===== src/rtl/efpga_frame_loader_pkg.sv =====
// efpga_frame_loader_pkg: shared constants, header field layout and FSM states
package efpga_frame_loader_pkg;

    localparam logic [31:0] SYNC   = 32'hFAB0_FAB1;
    localparam logic [31:0] DESYNC = 32'hFAB0_FAB0;

    localparam int HDR_FIELD_W   = 5;
    localparam int HDR_COL_LSB   = 0;
    localparam int HDR_FIRST_LSB = 8;
    localparam int HDR_CNT_LSB   = 16;

    typedef enum logic [1:0] {
        IDLE,
        HEADER,
        DATA
    } state_t;

endpackage


===== src/rtl/efpga_header_check.sv =====
// efpga_header_check: combinational header field decode and frame-range check
module efpga_header_check
    import efpga_frame_loader_pkg::*;
#(
    parameter int NUM_COLUMNS        = 16,
    parameter int MAX_FRAMES_PER_COL = 20
) (
    input  logic [31:0]            word_i,
    output logic [HDR_FIELD_W-1:0] col_o,
    output logic [HDR_FIELD_W-1:0] first_o,
    output logic [HDR_FIELD_W-1:0] cnt_o,
    output logic                   valid_o
);

    logic [5:0] end_frame;
    logic       unused_bits;

    assign col_o       = word_i[HDR_COL_LSB +: HDR_FIELD_W];
    assign first_o     = word_i[HDR_FIRST_LSB +: HDR_FIELD_W];
    assign cnt_o       = word_i[HDR_CNT_LSB +: HDR_FIELD_W];
    assign unused_bits = ^{word_i[31:21], word_i[15:13], word_i[7:5]};
    // cnt_o holds count-1, so the exclusive end of the frame range is first + cnt + 1
    assign end_frame   = {1'b0, first_o} + {1'b0, cnt_o} + 6'd1;
    assign valid_o     = ({1'b0, col_o} < 6'(NUM_COLUMNS)) && (end_frame <= 6'(MAX_FRAMES_PER_COL));

endmodule


===== src/rtl/efpga_frame_loader.sv =====
// efpga_frame_loader: sync/header/data word parser steering rows and frame strobes into the eFPGA
module efpga_frame_loader
    import efpga_frame_loader_pkg::*;
#(
    parameter int NUM_COLUMNS        = 16,
    parameter int MAX_FRAMES_PER_COL = 20,
    parameter int NUM_ROWS           = 16,
    parameter int ROW_W              = $clog2(NUM_ROWS)
) (
    input  logic             clk_i,
    input  logic             reset_n_i,
    input  logic [31:0]      write_data_i,
    input  logic             write_strobe_i,
    output logic [31:0]      row_data_o,
    output logic [ROW_W-1:0] row_select_o,
    output logic             row_strobe_o,
    output logic [4:0]       frame_col_o,
    output logic [4:0]       frame_idx_o,
    output logic             frame_strobe_o,
    output logic             active_o,
    output logic             error_o
);

    state_t           state_q, state_d;
    logic [ROW_W-1:0] row_q, row_d;
    logic [4:0]       col_q, col_d;
    logic [4:0]       idx_q, idx_d;
    logic [4:0]       rem_q, rem_d;
    logic             fpend_q, fpend_d;
    logic [31:0]      row_data_q, row_data_d;
    logic [ROW_W-1:0] row_select_q, row_select_d;
    logic             row_strobe_q, row_strobe_d;
    logic [4:0]       frame_col_q, frame_col_d;
    logic [4:0]       frame_idx_q, frame_idx_d;
    logic             frame_strobe_q, frame_strobe_d;
    logic             active_q, active_d;
    logic             error_q, error_d;

    logic [4:0] hdr_col, hdr_first, hdr_cnt;
    logic       hdr_valid;
    logic       last_row;

    efpga_header_check #(
        .NUM_COLUMNS       (NUM_COLUMNS),
        .MAX_FRAMES_PER_COL(MAX_FRAMES_PER_COL)
    ) u_header_check (
        .word_i (write_data_i),
        .col_o  (hdr_col),
        .first_o(hdr_first),
        .cnt_o  (hdr_cnt),
        .valid_o(hdr_valid)
    );

    assign last_row = row_q == ROW_W'(NUM_ROWS - 1);

    always_comb begin
        state_d        = state_q;
        row_d          = row_q;
        col_d          = col_q;
        idx_d          = idx_q;
        rem_d          = rem_q;
        fpend_d        = 1'b0;
        row_data_d     = row_data_q;
        row_select_d   = row_select_q;
        row_strobe_d   = 1'b0;
        frame_col_d    = frame_col_q;
        frame_idx_d    = frame_idx_q;
        frame_strobe_d = 1'b0;
        active_d       = active_q;
        error_d        = error_q;
        // frame strobe trails the last row strobe by one cycle; frame advance happens here too
        if (fpend_q) begin
            frame_strobe_d = 1'b1;
            frame_col_d    = col_q;
            frame_idx_d    = idx_q;
            idx_d          = idx_q + 5'd1;
            rem_d          = rem_q - 5'd1;
            active_d       = rem_q != 5'd0;
        end
        if (write_strobe_i) begin
            case (state_q)
                IDLE: begin
                    if (write_data_i == SYNC) begin
                        error_d = 1'b0;
                        state_d = HEADER;
                    end
                end
                HEADER: begin
                    if (write_data_i == DESYNC) begin
                        state_d = IDLE;
                    end else if (write_data_i != SYNC) begin
                        state_d = hdr_valid ? DATA : IDLE;
                        error_d = !hdr_valid;
                        if (hdr_valid) begin
                            col_d    = hdr_col;
                            idx_d    = hdr_first;
                            rem_d    = hdr_cnt;
                            row_d    = '0;
                            active_d = 1'b1;
                        end
                    end
                end
                DATA: begin
                    row_data_d   = write_data_i;
                    row_select_d = row_q;
                    row_strobe_d = 1'b1;
                    row_d        = last_row ? '0 : row_q + 1'b1;
                    fpend_d      = last_row;
                    if (last_row && rem_q == 5'd0) state_d = IDLE;
                end
                default: state_d = IDLE;
            endcase
        end
    end

    always_ff @(posedge clk_i or negedge reset_n_i) begin
        if (!reset_n_i) begin
            state_q        <= IDLE;
            row_q          <= '0;
            col_q          <= '0;
            idx_q          <= '0;
            rem_q          <= '0;
            fpend_q        <= 1'b0;
            row_data_q     <= '0;
            row_select_q   <= '0;
            row_strobe_q   <= 1'b0;
            frame_col_q    <= '0;
            frame_idx_q    <= '0;
            frame_strobe_q <= 1'b0;
            active_q       <= 1'b0;
            error_q        <= 1'b0;
        end else begin
            state_q        <= state_d;
            row_q          <= row_d;
            col_q          <= col_d;
            idx_q          <= idx_d;
            rem_q          <= rem_d;
            fpend_q        <= fpend_d;
            row_data_q     <= row_data_d;
            row_select_q   <= row_select_d;
            row_strobe_q   <= row_strobe_d;
            frame_col_q    <= frame_col_d;
            frame_idx_q    <= frame_idx_d;
            frame_strobe_q <= frame_strobe_d;
            active_q       <= active_d;
            error_q        <= error_d;
        end
    end

    assign row_data_o     = row_data_q;
    assign row_select_o   = row_select_q;
    assign row_strobe_o   = row_strobe_q;
    assign frame_col_o    = frame_col_q;
    assign frame_idx_o    = frame_idx_q;
    assign frame_strobe_o = frame_strobe_q;
    assign active_o       = active_q;
    assign error_o        = error_q;

endmodule


===== config.mk =====
export PLATFORM = sky130hd
export DESIGN_NAME = efpga_frame_loader
export DESIGN_NICKNAME = d
export VERILOG_FILES = /design/src/rtl/efpga_frame_loader_pkg.sv /design/src/rtl/efpga_header_check.sv /design/src/rtl/efpga_frame_loader.sv
export SDC_FILE = /design/constraint.sdc
export NUM_CORES = 1
export LEC_CHECK = 0
export BUFFER_PORTS_ARGS = -buffer_cell sky130_fd_sc_hd__buf_2
export CAP_MARGIN = 30
export CORE_MARGIN = 1
export CORE_UTILIZATION = 53
export DETAILED_ROUTE_END_ITERATION = 16
export GPL_TIMING_DRIVEN = 0
export PLACE_DENSITY_LB_ADDON = 0.12
export SYNTH_ARGS = -nofsm -noshare
export SYNTH_HDL_FRONTEND = slang
export SYNTH_HIERARCHICAL = 1
export SYNTH_SLANG_ARGS = --single-unit
export TNS_END_PERCENT = 10

===== constraint.sdc =====
create_clock -name clk_i -period 2 [get_ports clk_i]
set_input_delay 0.4 -clock clk_i [delete_from_list [all_inputs] [get_ports clk_i]]
set_output_delay 0.4 -clock clk_i [all_outputs]
set_load 0.02 [all_outputs]

### After elaboration in Yosys (flattened, before gate mapping)

Cells that the tools add are included.

* flip-flop bits (word level): 72
* output and inout bits: 50

* add/sub/neg operators: 5
* $lt $le $gt $ge: 2
* eq/ne operators: 12
* mux-type cells: 38
* bitwise operators: 1
* reductions and logical operators: 13

Operators by type and width (number)
* $eq 32x32->1 const B: 2
* $mux 5: 12
* $ne 32x32->1 const B: 1
* $mux 4: 4
* $reduce_and 5->1: 3
* $mux 1: 14
* $mux 2: 5
* $ne 2x2->1 const B: 5
* $pmux 4 s2: 1
* $add 5x5->6: 1
* $add 6x1->6 const B: 1
* $le 6x5->1 const B: 1
* $pmux 2 s3: 1
* $add 5x1->5 const B: 1
* $logic_not 5->1: 1
* $lt 5x5->1 const B: 1
* $reduce_bool 5->1: 1
* $sub 5x1->5 const B: 1
* $add 4x1->4 const B: 1
* $eq 4x4->1 const B: 1
* $reduce_and 4->1: 1
* $reduce_bool 2->1: 2
* $ne 3x3->1 const B: 1
* $eq 2x1->1 const B: 1
* 7 further kinds: 8

### Longest topological paths before layout

Gate-level depths: netlist (run 1).

* depth after elaboration: 9
* gate-level depth with buffers: 11
* mapped depth without buffers: 10

### Cells and area by module

Netlist (run 1), hierarchy kept.

Modules (own cells, without submodules)
* efpga_frame_loader: instances 1, cells each 293, area an instance 3084.2 um^2, sequential area each 1801.7 um^2
* efpga_header_check: instances 1, cells each 39, area an instance 294.0 um^2, sequential area each 0.0 um^2

### Worst setup path before layout (run 1)

Ideal clock, no wire load.

* path type: input-to-reg
* start: input port write_data_i[11]
* end: register idx_q[0]
* library setup time: 0.125 ns
* arrival time: 2.343 ns
* path slack: -0.468 ns
* stages on the path: 9
* path buffers: 2
* path through: ha_1 > or4_1 > o22a_1 > o311ai_1 > nand2_1 > and3b_1 > buf_6 > buf_12 > mux2_4

* word-level cells in the longest chain between the ends: 9

RTL lines
* from (decl): RTL line efpga_frame_loader.sv:12 `input logic [31:0] write_data_i,`
* $add 5x5->6: RTL line efpga_header_check.sv:23 `assign end_frame = {1'b0, first_o} + {1'b0, cnt_o} + 6'd1;`
* $add 6x1->6: RTL line efpga_header_check.sv:23
* $le 6x5->1: RTL line efpga_header_check.sv:24 `assign valid_o = ({1'b0, col_o} < 6'(NUM_COLUMNS)) && (end_frame <= 6'(MAX_FRAMES_PER_COL));`
* $logic_and 1x1->1: RTL line efpga_header_check.sv:24
* named net hdr_valid: RTL line efpga_frame_loader.sv:40 `logic hdr_valid;`
* $mux 5: RTL line efpga_frame_loader.sv:94 `if (hdr_valid) begin`
* $mux 5: RTL line efpga_frame_loader.sv:91 `end else if (write_data_i != SYNC) begin`
* $mux 5: RTL line efpga_frame_loader.sv:89 `if (write_data_i == DESYNC) begin`
* $mux 5: RTL line efpga_frame_loader.sv:81 `case (state_q)`
* $mux 5: RTL line efpga_frame_loader.sv:80 `if (write_strobe_i) begin`
* named net idx_d[0]: RTL line efpga_frame_loader.sv:27 `logic [4:0] idx_q, idx_d;`
* to (signal assigned): RTL line efpga_frame_loader.sv:136 `idx_q <= idx_d;`
* to (decl): RTL line efpga_frame_loader.sv:27

The timed path passes the listed nets, and every way through them passes these cells.
A chain may end at the register's enable or synchronous reset.

### Worst setup path after layout (run 1)

* start: input port write_data_i[19]
* end: register rem_q[0]

* word-level cells in the longest chain between the ends: 9

RTL lines
* $add 5x5->6: RTL line efpga_header_check.sv:23
* $add 6x1->6: RTL line efpga_header_check.sv:23
* $le 6x5->1: RTL line efpga_header_check.sv:24
* $logic_and 1x1->1: RTL line efpga_header_check.sv:24
* named net hdr_valid: RTL line efpga_frame_loader.sv:40
* $mux 5: RTL line efpga_frame_loader.sv:94
* $mux 5: RTL line efpga_frame_loader.sv:91
* $mux 5: RTL line efpga_frame_loader.sv:89
* $mux 5: RTL line efpga_frame_loader.sv:81
* $mux 5: RTL line efpga_frame_loader.sv:80
* named net rem_d[0]: RTL line efpga_frame_loader.sv:28 `logic [4:0] rem_q, rem_d;`
* to (signal assigned): RTL line efpga_frame_loader.sv:137 `rem_q <= rem_d;`
* to (decl): RTL line efpga_frame_loader.sv:28

The timed path passes the listed nets, and every way through them passes these cells.

==> impl_results.md, run 1 <==
- Worst hold path class: in -> async
- Largest net degree at the start of global routing: 73
- Simple-Gate Fraction of Synth Area: 20.3%
- Internal power: 2.56 mW
- Syn nets: 375
- Nets: 477
- Prevailing post-synth register cell: dfrtp_1
- Crit path DAT: 2.51 ns
- Layout cells sized above 1: 38.4%
- WS Path Type: in -> reg
- Gr usage total: 24.5%
- Unrepaired setup endpoints after global routing: yes
- Sequential power share: 46.7%
- Clock H-tree levels: 3
- I/O pin total: 85
- Die area: 0.00670 mm^2
- Count of final setup violators: 20
- Gpl congestion: 0.794
- Met3 usage in global routing: 6.00%
- Yosys warns: 6
- Gate Count Post-Synth: 332
- Core box area: 0.00603 mm^2
- Via density: 5.25
- Placement row count: 28
- Routed WL: 7.64 mm
- PD cells: 806 mW/mm^2
- Initial antenna violation count: 0
- Setup tns final: -4.43 ns
- Clock sink total: 72
- Power, Total: 3.54 mW
- Pre-CTS setup slack: -0.730 ns
- Final instance area: 0.00438 mm^2
- Vias in the first global route: 2556
- Final Max Tran Viols: 0
- Clk pwr share: 36.0%
- Compound-Gate Fraction of Synth Area: 5.07%
- DRT iter0 DRCs: 133
- IR Drop Worst-Case VDD: 0.000534 V
- Aggregate global routing overflow: 0
- Failing checks: setup timing
- Xor and xnor area share after synthesis: 2.07%
- Switch share: 27.5%
- Worst slew margin: 39.7%
- Die Y: 81.8 um
- Critical Path RT: 2.23 ns
- Met2 Usage GRT: 39.8%
- Tcrit/Tclk final: 114%
- Setup crit start kind: input port
- Post-synthesis mux area share: 9.89%
- Critical Path End Type: flip-flop
- Inserted Clock Buffers: 9
- Adder-Cell Fraction of Synth Area: 2.96%
- CP max FO: 5
- Via count: 2695
- Async SR Flop Fraction: 100%
- Top Usage Layer GRT: met2
- FF+latch count, synth: 72
- Post-synthesis sequential area ratio: 53.3%
- Post-route ant nets: 0
- Slew @ Worst Pin: 0.904 ns
- Clock transition at path regs: 0.08 ns
- Number of synthesized flops with an enable pin: 0
- Max-Cap Viols: 0
- CTS tree: done
- Placed inst area: 0.00394 mm^2
- Final HPWL DP: 5.14 mm
- GR Util met1: 31.3%
- Root buffer cell: clkbuf_8
- Worst hold slack: 0.158 ns
- Achievable frequency: 0.438 GHz
- First-pass DRT Iterations: 4
- Drt drc: 0
- Layout area overhead: 29.8%
- Final min period: 2.29 ns
- Final Hold Fails: 0
- WL/cell: 14.9 um
- Net load switching power: 0.974 mW
- First-pass GRT wire length: 12.0 mm
- Netlist cell types: 46
- Setup slack after layout: -0.285 ns
- Largest family of logic cells by synthesized area: simple AND/OR/NAND/NOR gates
- Layout Skew: 0.00618 ns
- Worst-Skew Late Latency: 0.34 ns
- Status: complete, but fails checks
- Leak: 2.40 nW
- Mapped cell area: 0.00338 mm^2
- Post-synthesis average cell area: 10.2 um^2
- CTS max path bufs: 2
- Ant diodes: 0
- Initial Util: 56.1%
- Hold buffers post-CTS: 0
- Combinational power share: 17.3%
- # port buffers: 83
- Die Span X: 81.8 um
==> kinds of logic after synthesis <==
family,Yosys count
DFF,72
buffers and inverters,36
muxes,27
adders and majority gates,8
and+or+nand+nor,155
AOI/OAI and AO/OA,26
xor gates and xnor gates,8
==> critical path: stages <==
cell and delay (ns):
buf_6 0.11, ha_4 0.27, or4b_4 0.47, a21oi_2 0.17, o22ai_2 0.10, o311ai_4 0.08
nand2_1 0.11, and3b_1 0.23, buf_6 0.14, clkbuf_16 0.15, mux2_4 0.29
==> synthesized netlist by cell type, types with 4 or more instances <==
master	count	area, um^2
xor2_1	4	35.0
mux2_4	8	120
o21ai_0	4	20.0
clkbuf_1	10	37.5
buf_4	15	113
ha_1	8	100
xnor2_1	4	35.0
a21oi_1	6	30.0
mux2_2	19	214
inv_1	8	30.0
dfrtp_1	72	1800
nand2_1	115	432
nand2b_1	4	25.0
nor2_1	11	41.3
==> registers in the layout (all words and copies together) (netlist names), 2 cells and up <==
register and flops:
row_data_o 32, col_q 5, frame_col_o 5, frame_idx_o 5, idx_q 5, rem_q 5
row_q 4, row_select_o 4, state_q 2
==> final cells by class <==
class	instances	area (um^2)
Sequential cell	72	1800
Buffer	28	188
Fill cell	473	1640
Inverter	8	30.0
Clock buffer	10	138
Clock inverter	5	81.3
Multi-Input combinational cell	224	1500
Tap cell	75	93.8
Timing Repair Buffer	91	552
==> worst paths after layout <==
kind,startpoint,to,slack [ns],depth (start not counted)
setup / recovery,write_data_i[19],rem_q[0]$_DFF_PN0_,-0.29,11
hold / removal,reset_n_i,row_data_o[10]$_DFFE_PN0P_,0.16,1
setup reg to reg,state_q[1]$_DFFE_PN0P_,row_data_o[12]$_DFFE_PN0P_,0.18,6
hold reg to reg,row_data_o[10]$_DFFE_PN0P_,row_data_o[10]$_DFFE_PN0P_,0.47,2
max in group asynchronous,reset_n_i,row_data_o[20]$_DFFE_PN0P_,1.23,1
min in group clk_i,write_data_i[26],row_data_o[26]$_DFFE_PN0P_,0.26,3
==> per-stage QoR <==
| step | utilization [%] | instances |
|---|---|---|
| after CTS | 70.2 | 509 |
| after detailed placement | 65.4 | 490 |
| after global placement | 65.4 | 490 |
| after floorplan | - | 332 |
| after global routing | 72.8 | 513 |
| final | 72.8 | 513 |
==> what timing repair did <==
| item | 4_1_cts | 5_1_grt |
|---|---|---|
| gates cloned | 0 | 1 |
| setup buffers | 4 | 3 |
| pin swaps | 1 | 10 |
| resized for setup | 4 | 29 |
| endpoints found under the hold margin | 0 | 0 |
| endpoints found under the setup margin | 31 | 33 |
==> routing by layer <==
layer	part of all wire, %	routed length (um)
met4	2.2	169
met2	48	3680
met5	0	0
met3	4.8	364
met1	45	3420
==> power by group through the flow <==
| stage | logic (mW) | registers [mW] | clock network [mW] |
|---|---|---|---|
| 2_1_floorplan | 0.203 | 1.80 | 0 |
| 3_3_place_gp | 0.551 | 1.68 | 0 |
| 3_5_place_dp | 0.565 | 1.68 | 0 |
| 4_1_cts | 0.572 | 1.65 | 1.30 |
| 5_1_grt | 0.670 | 1.67 | 1.35 |
| 6_report | 0.612 | 1.65 | 1.27 |
==> cells in the final DEF (no fill, tap or decap), types with 8 or more instances in the layout <==
cell	netlist	final
dfrtp_1	72	72
buf_2	0	77
buf_4	15	21
nand2_1	115	115
inv_1	8	8
clkbuf_1	10	9
mux2_2	19	12
nor2_1	11	9
mux2_4	8	15
clkbuf_8	0	10
No activity file was read; power rests on OpenSTA's default activity.
==> run 2: changes to the inputs <==
CORE_UTILIZATION = 48   (was 53)
SKIP_CTS_REPAIR_TIMING = 1   (was unset)
clock period = 1.85 ns   (was 2 ns; I/O delays follow)
==> run 2 against run 1 <==
  * The run still ends with setup timing left
  * Combinational power increased by 5.2%
  * Flip-flop and latch count stayed put
  * Routed wire length shrank 0.65%
  * Die area is 10% higher
  * Worst hold slack improved by 0.078 ns
  * Count of clock-buffer cells in the layout up 1
  * Worst setup slack worse by 0.047 ns
  * First-iteration DRC count decreased by 42%
  * Critical path depth down 1
  * Largest power group unchanged
==> impl_results.md, run 2 (synthesis gave the netlist of run 1 again) <==
- Status: complete, but fails checks
- Failing checks: setup timing
- Die Y: 85.9 um (+5.0%)
- Setup tns final: -5.01 ns (-0.578 ns)
- Register area: 0.00180 mm^2 (unchanged)
- Cells after DPL: 512 (+4.5%)
- Max-Cap Viols: 0 (unchanged)
- Non-Filler Instances: 535 (+4.3%)
- Aggregate global routing overflow: 0 (unchanged)
- Worst hold path class: in -> reg
- Ant diodes: 0 (unchanged)
- Filler Cells Inserted: 559 (+18%)
- Post-route ant nets: 0 (unchanged)
- CTS tree: done
- Inserted Clock Buffers: 9 (unchanged)
- Final Max Tran Viols: 0 (unchanged)
- Via density: 4.95 (-5.7%)
- Worst-Skew Late Latency: 0.34 ns (about the same)
- CTS max path bufs: 2 (unchanged)
- Via count: 2649 (-1.7%)
- Leak: 2.41 nW (+0.58%)
- Final Core Density: 65.0% (-7.7 points)
- Critical Path RT: 2.08 ns (-0.15 ns)
- Routed WL: 7.59 mm (-0.65%)
- Count of final setup violators: 18 (-10%)
- Placed inst area: 0.00400 mm^2 (+1.4%)
- GR Util met1: 28.8% (-2.5 points)
- Tcrit/Tclk final: 118%
- Final min period: 2.18 ns
- Vias in the first global route: 2630 (+2.9%)
- Unrepaired setup endpoints after global routing: yes
- Most common cell after layout, fill and taps aside: nand2_1
- Most frequent cells in the layout: nand2_1 (115), buf_2 (78), dfrtp_1 (72)
- Clock sink total: 72 (unchanged)
- Setup crit start kind: input port
- Die Span X: 85.9 um (+5.0%)
- Initial Util: 49.7% (-6.3 points)
- Final instance area: 0.00442 mm^2 (+0.77%)
- Top Usage Layer GRT: met2
- WS Path Type: in -> reg
- Worst hold slack: 0.236 ns (+0.0779 ns)
- Achievable frequency: 0.458 GHz
- Layout cells sized above 1: 38.5% (+0.14 points)
- Nets: 477 (unchanged)
- First-pass GRT wire length: 12.3 mm (+2.4%)
- DRT iter0 DRCs: 77 (-42%)
- Gr usage total: 22.1% (-2.4 points)
- Critical Path End Type: flip-flop
- Setup slack after layout: -0.332 ns (-0.0466 ns)
- Clock H-tree levels: 3 (unchanged)
- Crit path DAT: 2.42 ns (-0.09 ns)
- Multi-input logic area: 0.00145 mm^2 (-3.1%)
- Placement row count: 30 (+7.1%)
- Initial antenna violation count: 0 (unchanged)
- Core box area: 0.00679 mm^2 (+13%)
- Layout Skew: 0.00604 ns (-0.000138 ns)
- Clock transition at path regs: 0.07 ns (about the same)
- Drt drc: 0 (unchanged)
- Met3 usage in global routing: 3.27% (-2.7 points)
- WL/cell: 14.2 um (-4.7%)
- Layout area overhead: 30.8%
- Met2 Usage GRT: 36.4% (-3.3 points)
- Power, Total: 3.98 mW (+13%)
- Gpl congestion: 0.801 (+0.94%)
- CP max FO: 5 (unchanged)
- First-pass DRT Iterations: 4 (unchanged)
- Largest net degree at the start of global routing: 45 (-38%)
- Worst slew margin: 62.8% (+23 points)
- Root buffer cell: clkbuf_8
- Pre-CTS setup slack: -0.793 ns (-0.0625 ns)
- PD cells: 901 mW/mm^2 (+12%)
- Die area: 0.00738 mm^2 (+10%)
- Slew @ Worst Pin: 0.559 ns (-0.346 ns)
- I/O pin total: 85 (unchanged)
- Final HPWL DP: 5.46 mm (+6.4%)
- Final Hold Fails: 0 (unchanged)
- # port buffers: 83 (unchanged)
- IR Drop Worst-Case VDD: 0.000597 V (+12%)
- Number of flip-flops in the largest register: 32 (unchanged)
==> run 2: worst paths after layout <==
path	slack (ns)	startpoint	to	cells past startpoint
min in group asynchronous	0.49	reset_n_i	row_data_o[10]$_DFFE_PN0P_	2
worst min-delay path	0.24	write_data_i[26]	row_data_o[26]$_DFFE_PN0P_	3
max in group asynchronous	0.82	reset_n_i	row_data_o[30]$_DFFE_PN0P_	3
worst max register to register	0.19	state_q[1]$_DFFE_PN0P_	row_data_o[12]$_DFFE_PN0P_	7
worst min register to register	0.47	row_data_o[9]$_DFFE_PN0P_	row_data_o[9]$_DFFE_PN0P_	2
worst max-delay path	-0.33	write_data_i[11]	col_q[4]$_DFFE_PN0P_	10
==> run 2: report_power, final <==
part           internal (mW)  switching (mW)  leakage, nW
clock network          0.967           0.582        0.126
logic                  0.268           0.376         1.32
registers               1.71          0.0774        0.969
total                   2.94            1.04         2.41
==> run 2: layer usage <==
layer | routed length (um) | part of all wire (%)
met5 | 0 | 0
met4 | 74 | 0.98
met3 | 347 | 4.6
met2 | 3820 | 50
met1 | 3340 | 44
==> run 2: layout make-up <==
| type | count | area share, % |
|---|---|---|
| Sequential cell | 72 | 40.8 |
| Multi-Input combinational cell | 224 | 32.9 |
| Timing Repair Buffer | 91 | 12.9 |
| Buffer | 28 | 4.30 |
| Clock buffer | 11 | 3.43 |
| Tap cell | 96 | 2.72 |
| Clock inverter | 5 | 2.32 |
| Inverter | 8 | 0.680 |
==> run 2: worst max-delay path, stage by stage <==
cell      delay (ns)
buf_12          0.11
ha_4            0.15
or4_4           0.54
o22a_1          0.25
o311ai_2        0.09
nand2_1         0.10
and3b_1         0.23
buf_6           0.14
buf_12          0.12
mux2_2          0.32
